--- src/rtl/spu_ibr_pkg.sv ---
// Shared types and field layout for the SPU inbound-response buffer.
// Supplies fallback widths for the NoC TID/response macros when the build does not define them.
`ifndef NOU_TID_WIDTH
`define NOU_TID_WIDTH 8
`endif
`ifndef NOU_NOC_RSP_WIDTH
`define NOU_NOC_RSP_WIDTH 16
`endif

package spu_ibr_pkg;

    localparam int ENT_TID_W      = `NOU_TID_WIDTH;
    localparam int RSP_W          = `NOU_NOC_RSP_WIDTH;
    localparam int ENT_TILE_ID_W  = 10;
    localparam int ENT_ERR_CODE_W = 5;
    localparam int ERR_CNT_W      = 8;

    // Bit positions of the decoded fields inside the raw NoC response word
    localparam int TILE_ID_LSB = 0;
    localparam int STATUS_BIT  = ENT_TILE_ID_W;
    localparam int ERR_LSB     = ENT_TILE_ID_W + 1;
    localparam int RSP_USED_W  = ENT_TILE_ID_W + ENT_ERR_CODE_W + 1;

    typedef struct packed {
        logic [ENT_TID_W-1:0]      tid;
        logic [ENT_TILE_ID_W-1:0]  tile_id;
        logic                      status;
        logic [ENT_ERR_CODE_W-1:0] err_code;
    } rsp_entry_t;

endpackage

--- src/rtl/spu_ibr_fifo_if.sv ---
// Inbound NoC response channel plus the decoded head-of-queue channel toward the SPU.
// slave = the buffer, master = the traffic source / response consumer side.
interface spu_ibr_fifo_if;
    import spu_ibr_pkg::*;

    logic                      ib_rsp_vld;
    logic                      ib_rsp_rdy;
    logic [ENT_TID_W-1:0]      ib_rsp_tid;
    logic [RSP_W-1:0]          ib_rsp;

    logic                      rsp_vld;
    logic                      rsp_rdy;
    logic [ENT_TID_W-1:0]      trans_id_q;
    logic [ENT_TILE_ID_W-1:0]  dst_tile_id_q;
    logic                      rsp_status_q;
    logic [ENT_ERR_CODE_W-1:0] rsp_err_code_q;

    modport slave (
        input  ib_rsp_vld, ib_rsp_tid, ib_rsp, rsp_rdy,
        output ib_rsp_rdy, rsp_vld, trans_id_q, dst_tile_id_q, rsp_status_q, rsp_err_code_q
    );

    modport master (
        output ib_rsp_vld, ib_rsp_tid, ib_rsp, rsp_rdy,
        input  ib_rsp_rdy, rsp_vld, trans_id_q, dst_tile_id_q, rsp_status_q, rsp_err_code_q
    );
endinterface

--- src/rtl/spu_ibr_ptr.sv ---
// Read/write pointer pair with an extra wrap bit, full/empty decode and a registered fill count.
// Callers must never push when full or pop when empty.
module spu_ibr_ptr #(
    parameter int DEPTH = 4
) (
    input  logic                       clk,
    input  logic                       rstn,
    input  logic                       push,
    input  logic                       pop,
    output logic [$clog2(DEPTH)-1:0]   wr_addr,
    output logic [$clog2(DEPTH)-1:0]   rd_addr,
    output logic                       full,
    output logic                       empty,
    output logic [$clog2(DEPTH+1)-1:0] fill_cnt
);
    localparam int AW = $clog2(DEPTH);
    localparam int CW = $clog2(DEPTH + 1);

    logic [AW:0]   wr_ptr_reg;
    logic [AW:0]   rd_ptr_reg;
    logic [CW-1:0] fill_cnt_reg;

    always_ff @(posedge clk or negedge rstn) begin
        if (!rstn) begin
            wr_ptr_reg   <= '0;
            rd_ptr_reg   <= '0;
            fill_cnt_reg <= '0;
        end else begin
            if (push) wr_ptr_reg <= wr_ptr_reg + (AW + 1)'(1);
            if (pop)  rd_ptr_reg <= rd_ptr_reg + (AW + 1)'(1);
            if (push && !pop)
                fill_cnt_reg <= fill_cnt_reg + CW'(1);
            else if (pop && !push)
                fill_cnt_reg <= fill_cnt_reg - CW'(1);
        end
    end

    // Same slot index with differing wrap bits means the writer lapped the reader
    assign full     = (wr_ptr_reg[AW] != rd_ptr_reg[AW]) && (wr_ptr_reg[AW-1:0] == rd_ptr_reg[AW-1:0]);
    assign empty    = (wr_ptr_reg == rd_ptr_reg);
    assign wr_addr  = wr_ptr_reg[AW-1:0];
    assign rd_addr  = rd_ptr_reg[AW-1:0];
    assign fill_cnt = fill_cnt_reg;

endmodule

--- src/rtl/spu_ibr_fifo.sv ---
// SPU inbound-response buffer: decodes NoC responses and queues DEPTH entries toward the SPU.
// Define SPU_IBR_ERR_CNT_EN to add the saturating error-response counter (err_cnt/err_cnt_clr).
module spu_ibr_fifo
    import spu_ibr_pkg::*;
#(
    parameter int DEPTH      = 4,
    parameter int TILE_ID_W  = ENT_TILE_ID_W,
    parameter int ERR_CODE_W = ENT_ERR_CODE_W
) (
    input  logic                       clk,
    input  logic                       rstn,
    spu_ibr_fifo_if.slave              ib,
    output logic [$clog2(DEPTH+1)-1:0] fill_cnt,
    output logic                       ovf_err,
    input  logic                       ovf_clr
`ifdef SPU_IBR_ERR_CNT_EN
    ,
    output logic [ERR_CNT_W-1:0]       err_cnt,
    input  logic                       err_cnt_clr
`endif
);
    localparam int AW = $clog2(DEPTH);

    // Entry layout lives in the package, so field widths cannot be overridden per instance
    if (TILE_ID_W != ENT_TILE_ID_W || ERR_CODE_W != ENT_ERR_CODE_W) begin : g_bad_width
        $error("spu_ibr_fifo: TILE_ID_W/ERR_CODE_W must match spu_ibr_pkg");
    end
    if (DEPTH < 2 || (DEPTH & (DEPTH - 1)) != 0) begin : g_bad_depth
        $error("spu_ibr_fifo: DEPTH must be a power of two >= 2");
    end
    if (RSP_W > RSP_USED_W) begin : g_spare_bits
        logic unused_rsp_bits;
        assign unused_rsp_bits = ^ib.ib_rsp[RSP_W-1:RSP_USED_W];
    end

    logic          push;
    logic          pop;
    logic          full;
    logic          empty;
    logic [AW-1:0] wr_addr;
    logic [AW-1:0] rd_addr;
    rsp_entry_t    wr_entry;
    rsp_entry_t    head;
    rsp_entry_t    mem_reg [DEPTH];
    logic          ovf_err_reg;

    assign push = ib.ib_rsp_vld && !full;
    assign pop  = !empty && ib.rsp_rdy;

    spu_ibr_ptr #(.DEPTH(DEPTH)) u_ptr (
        .clk      (clk),
        .rstn     (rstn),
        .push     (push),
        .pop      (pop),
        .wr_addr  (wr_addr),
        .rd_addr  (rd_addr),
        .full     (full),
        .empty    (empty),
        .fill_cnt (fill_cnt)
    );

    assign wr_entry.tid      = ib.ib_rsp_tid;
    assign wr_entry.tile_id  = ib.ib_rsp[TILE_ID_LSB +: ENT_TILE_ID_W];
    assign wr_entry.status   = ib.ib_rsp[STATUS_BIT];
    assign wr_entry.err_code = ib.ib_rsp[ERR_LSB +: ENT_ERR_CODE_W];

    always_ff @(posedge clk or negedge rstn) begin
        if (!rstn) begin
            for (int i = 0; i < DEPTH; i++) mem_reg[i] <= '0;
        end else if (push) begin
            mem_reg[wr_addr] <= wr_entry;
        end
    end

    // Head is read straight from storage; an offered response never bypasses to the head
    assign head              = mem_reg[rd_addr];
    assign ib.trans_id_q     = head.tid;
    assign ib.dst_tile_id_q  = head.tile_id;
    assign ib.rsp_status_q   = head.status;
    assign ib.rsp_err_code_q = head.err_code;
    assign ib.rsp_vld        = !empty;
    assign ib.ib_rsp_rdy     = !full;

    // A refused offer in the same cycle as ovf_clr keeps the flag set
    always_ff @(posedge clk or negedge rstn) begin
        if (!rstn)
            ovf_err_reg <= 1'b0;
        else if (ib.ib_rsp_vld && full)
            ovf_err_reg <= 1'b1;
        else if (ovf_clr)
            ovf_err_reg <= 1'b0;
    end
    assign ovf_err = ovf_err_reg;

`ifdef SPU_IBR_ERR_CNT_EN
    logic [ERR_CNT_W-1:0] err_cnt_reg;

    always_ff @(posedge clk or negedge rstn) begin
        if (!rstn)
            err_cnt_reg <= '0;
        else if (err_cnt_clr)
            err_cnt_reg <= '0;
        else if (push && wr_entry.status && err_cnt_reg != '1)
            err_cnt_reg <= err_cnt_reg + ERR_CNT_W'(1);
    end
    assign err_cnt = err_cnt_reg;
`endif

endmodule

--- src/flat_wrapper.sv ---
// flat-port wrapper written by rule: the top's interface ports become plain ports
module spu_ibr_fifo_flat import spu_ibr_pkg::*;
#(
    parameter int DEPTH      = 4,
    parameter int TILE_ID_W  = ENT_TILE_ID_W,
    parameter int ERR_CODE_W = ENT_ERR_CODE_W
)
  (clk, rstn, fill_cnt, ovf_err, ovf_clr, ib_ib_rsp_vld, ib_ib_rsp_tid, ib_ib_rsp, ib_rsp_rdy, ib_ib_rsp_rdy, ib_rsp_vld, ib_trans_id_q, ib_dst_tile_id_q, ib_rsp_status_q, ib_rsp_err_code_q);
  spu_ibr_fifo_if ib_i ();
  input  logic clk;
  input  logic rstn;
  output logic [$clog2(DEPTH+1)-1:0] fill_cnt;
  output logic ovf_err;
  input  logic ovf_clr;
  input wire logic [$bits(ib_i.ib_rsp_vld)-1:0] ib_ib_rsp_vld;
  input wire logic [$bits(ib_i.ib_rsp_tid)-1:0] ib_ib_rsp_tid;
  input wire logic [$bits(ib_i.ib_rsp)-1:0] ib_ib_rsp;
  input wire logic [$bits(ib_i.rsp_rdy)-1:0] ib_rsp_rdy;
  output wire logic [$bits(ib_i.ib_rsp_rdy)-1:0] ib_ib_rsp_rdy;
  output wire logic [$bits(ib_i.rsp_vld)-1:0] ib_rsp_vld;
  output wire logic [$bits(ib_i.trans_id_q)-1:0] ib_trans_id_q;
  output wire logic [$bits(ib_i.dst_tile_id_q)-1:0] ib_dst_tile_id_q;
  output wire logic [$bits(ib_i.rsp_status_q)-1:0] ib_rsp_status_q;
  output wire logic [$bits(ib_i.rsp_err_code_q)-1:0] ib_rsp_err_code_q;
  assign ib_i.ib_rsp_vld = ib_ib_rsp_vld;
  assign ib_i.ib_rsp_tid = ib_ib_rsp_tid;
  assign ib_i.ib_rsp = ib_ib_rsp;
  assign ib_i.rsp_rdy = ib_rsp_rdy;
  assign ib_ib_rsp_rdy = ib_i.ib_rsp_rdy;
  assign ib_rsp_vld = ib_i.rsp_vld;
  assign ib_trans_id_q = ib_i.trans_id_q;
  assign ib_dst_tile_id_q = ib_i.dst_tile_id_q;
  assign ib_rsp_status_q = ib_i.rsp_status_q;
  assign ib_rsp_err_code_q = ib_i.rsp_err_code_q;
  spu_ibr_fifo #(.DEPTH(DEPTH), .TILE_ID_W(TILE_ID_W), .ERR_CODE_W(ERR_CODE_W)) u_core (.clk(clk), .rstn(rstn), .ib(ib_i), .fill_cnt(fill_cnt), .ovf_err(ovf_err), .ovf_clr(ovf_clr));
endmodule
--- config.mk ---
export PLATFORM = sky130hd
export DESIGN_NAME = spu_ibr_fifo_flat
export DESIGN_NICKNAME = d
export VERILOG_FILES = /design/src/rtl/spu_ibr_pkg.sv /design/src/rtl/spu_ibr_fifo_if.sv /design/src/rtl/spu_ibr_ptr.sv /design/src/rtl/spu_ibr_fifo.sv /design/src/flat_wrapper.sv
export SDC_FILE = /design/constraint.sdc
export NUM_CORES = 1
export LEC_CHECK = 0
export CAP_MARGIN = 20
export CORE_MARGIN = 5
export CORE_UTILIZATION = 51
export DETAILED_ROUTE_END_ITERATION = 7
export GPL_TIMING_DRIVEN = 0
export HOLD_SLACK_MARGIN = 0.1
export PLACE_DENSITY = 0.85
export SKIP_CTS_REPAIR_TIMING = 1
export SYNTH_ARGS = -nofsm -noshare
export SYNTH_HDL_FRONTEND = slang
export SYNTH_SLANG_ARGS = --single-unit
--- constraint.sdc ---
create_clock -name clk -period 2.2 [get_ports clk]
set_input_delay 0.55 -clock clk [delete_from_list [all_inputs] [get_ports clk]]
set_output_delay 0.55 -clock clk [all_outputs]
set_load 0.02 [all_outputs]
==> metrics <==
status=complete, but fails checks; failing checks=negative setup slack; Power Dens Cells=1799 nW/µm²; Layout Nets=406; share of cells above drive strength 1=0.5653; n_diodes=0; FILL cells=722; grt total ovfl=0; clk_skew=0.01983 ns; Ys Warns=0; fin crit share=1.079; dpl hpwl=6777 µm; most frequent cells in the layout=101 x dfrtp_1, 80 x mux2_4, 31 x clkdlybuf4s50_1, 24 x buf_6, 23 x mux4_2; Placed Cells=479; Worst setup SP type=register; final setup vio count=26; H-tree Lvls=3; number of synthesized register bits=106; IO buf count=58; Period minus WS final=2.373 ns; Critical Path RT=1.65 ns; Core Box Area=9819 µm²; CTS buffer count=9; fin cells=508; fin util=0.6523; Post-Synthesis Cells=287; largest net degree at the start of global routing=65; cell area after synthesis=5165 µm²; worst-margin pin slew=0.5730 ns; Max Cap Viol=0; reg2reg setup slack=-0.07 ns; Power, Total=11.52 mW; worst vdd ir=0.9376 mV; Worst-Skew Late Latency=0.37 ns; Die Ht=110.6 µm; Reg area=2659 µm²; Area growth syn-to-layout=24.01%; CP Max Fanout=5; DRT Pass-1 Iters=4; first-pass GRT wire length=16500 µm; post-synth net total=323; # DRC=0; max reg flops=96; Row Count=36; CTS tree=done; top-area cell type share of the netlist area=0.5136; synth unique cells=24; critical path endpoint category=output pin; syn_area_per_cell=18.00 µm²; Max-slew headroom=0.6180; register area share after synthesis=0.5136; ANT nets after route=0; via count=2776; post-DR wirelength/cell=21.20 µm; total routed wirelength=10770 µm; number of global-route vias before repair=3078; Longest Clk Path Bufs=2; Sink Count=106; FF-to-FF End=u_core.u_ptr.fill_cnt[1]; DRT iter0 DRCs=119; most common cell after layout, fill and taps aside=dfrtp_1; Worst-path clk slew=0.11 ns; max-slew violation count=0; largest cells by area after synthesis=dfrtp_1 51%, mux2_4 23%, mux4_2 9.6%; hold_ws=0.1689 ns; Crit Reg-Reg Startpoint=u_core.u_ptr.rd_ptr_reg[0]; Pleak=2.776 nW; Worst Reg-to-Reg Cells=8; root buf cell=clkbuf_8; Multi-input gate area=2462 µm²; full die area=12240 µm²; post-route setup slack=-0.1730 ns; largest area contributor in the netlist=dfrtp_1; Starting Density=0.5260; final hold vios=0; Min-Delay Path Class=input pin to asynchronous set/reset pin; gpl congestion=0.7122; GRT Overall Usage=0.1695; RSZ-0062 raised after global routing=yes; io pins=59; fmax=0.4214 GHz; worst path arrival time=1.82 ns; Via density=5.465; initial antenna violation count=0; kind of critical path=register to output pin; Die W=110.6 µm
[logic make-up (layout without fill, tap and decap cells)]
logic type / after synthesis / in the layout / share of synthesized area
compound gates: 9 / 9 / 0.02350
xor+xnor: 12 / 12 / 0.02689
fa+ha+maj: 7 / 7 / 0.01841
buf+inv: 20 / 108 / 0.02955
flops: 106 / 106 / 0.5136
mux: 124 / 124 / 0.3813
simple gates: 9 / 9 / 0.006782
[area by class of cell]
class,instances,share of cell area
inverters,6,0.003516
repair buffers,72,0.1147
clock inverters,6,0.008791
flip-flops and latches,106,0.4151
well taps,133,0.02598
plain buffers,14,0.02754
clock buffers,10,0.01993
multi-input cells,161,0.3845
[where the power goes]
group / internal [mW] / switching (mW)
clock network: 0.439 / 0.716
registers: 2.97 / 0.703
logic: 3.90 / 2.79
total: 7.31 / 4.21
[per-stage QoR]
stage	setup slack [ns]	area, µm²	TNS, ns
floorplan	0.03377	5175	0
global placement	-3.245	5922	-360.06
detailed placement	-0.4930	5947	-18.54
CTS	-0.9162	6131	-20.31
global route	-0.2341	6405	-4.694
finish	-0.1730	6405	-2.924
[worst max-delay path by stage]
stage	start	end	slack (ns)	cells after the start
final	u_core.u_ptr.rd_ptr_reg[0]	ib_trans_id_q[7]	-0.17	4
after global routing	u_core.u_ptr.rd_ptr_reg[0]	ib_trans_id_q[7]	-0.23	4
after CTS	u_core.u_ptr.rd_ptr_reg[1]	ib_rsp_err_code_q[3]	-0.92	4
after detailed placement	u_core.u_ptr.rd_ptr_reg[1]	ib_rsp_err_code_q[3]	-0.49	4
after global placement	rstn	u_core.u_ptr.fill_cnt[2]	-3.25	1
after floorplan	u_core.u_ptr.rd_ptr_reg[1]	u_core.u_ptr.fill_cnt[2]	0.03	9
[worst max-delay path, stage by stage, from the launching register on]
cell and delay (ns):
dfrtp_2 0.44, buf_12 0.15, clkbuf_16 0.16, mux4_2 0.53, buf_6 0.16
[synthesized netlist by cell type]
master      n
dfrtp_1   106
mux2_4     79
mux4_2     22
mux2_2     20
buf_6      10
ha_1        6
inv_1       6
nand2_1     6
xor2_1      5
a31oi_4     4
xnor2_1     4
buf_2       2
clkbuf_1    2
mux4_1      2
nor2_1      2
o31ai_1     2
xnor2_2     2
a31oi_1     1
fa_1        1
mux2i_1     1
nand3_1     1
o22ai_1     1
o311ai_0    1
xor2_4      1
[metal layers]
| layer | up-vias | track usage | wire length [µm] |
|---|---|---|---|
| li1 | 1214 | - | - |
| met1 | 1495 | 0.2212 | 4825 |
| met2 | 54 | 0.2840 | 5485 |
| met3 | 13 | 0.04048 | 290 |
| met4 | 0 | 0.04680 | 167 |
| met5 | - | 0 | 0 |
Power figures use the tool's default switching activity.
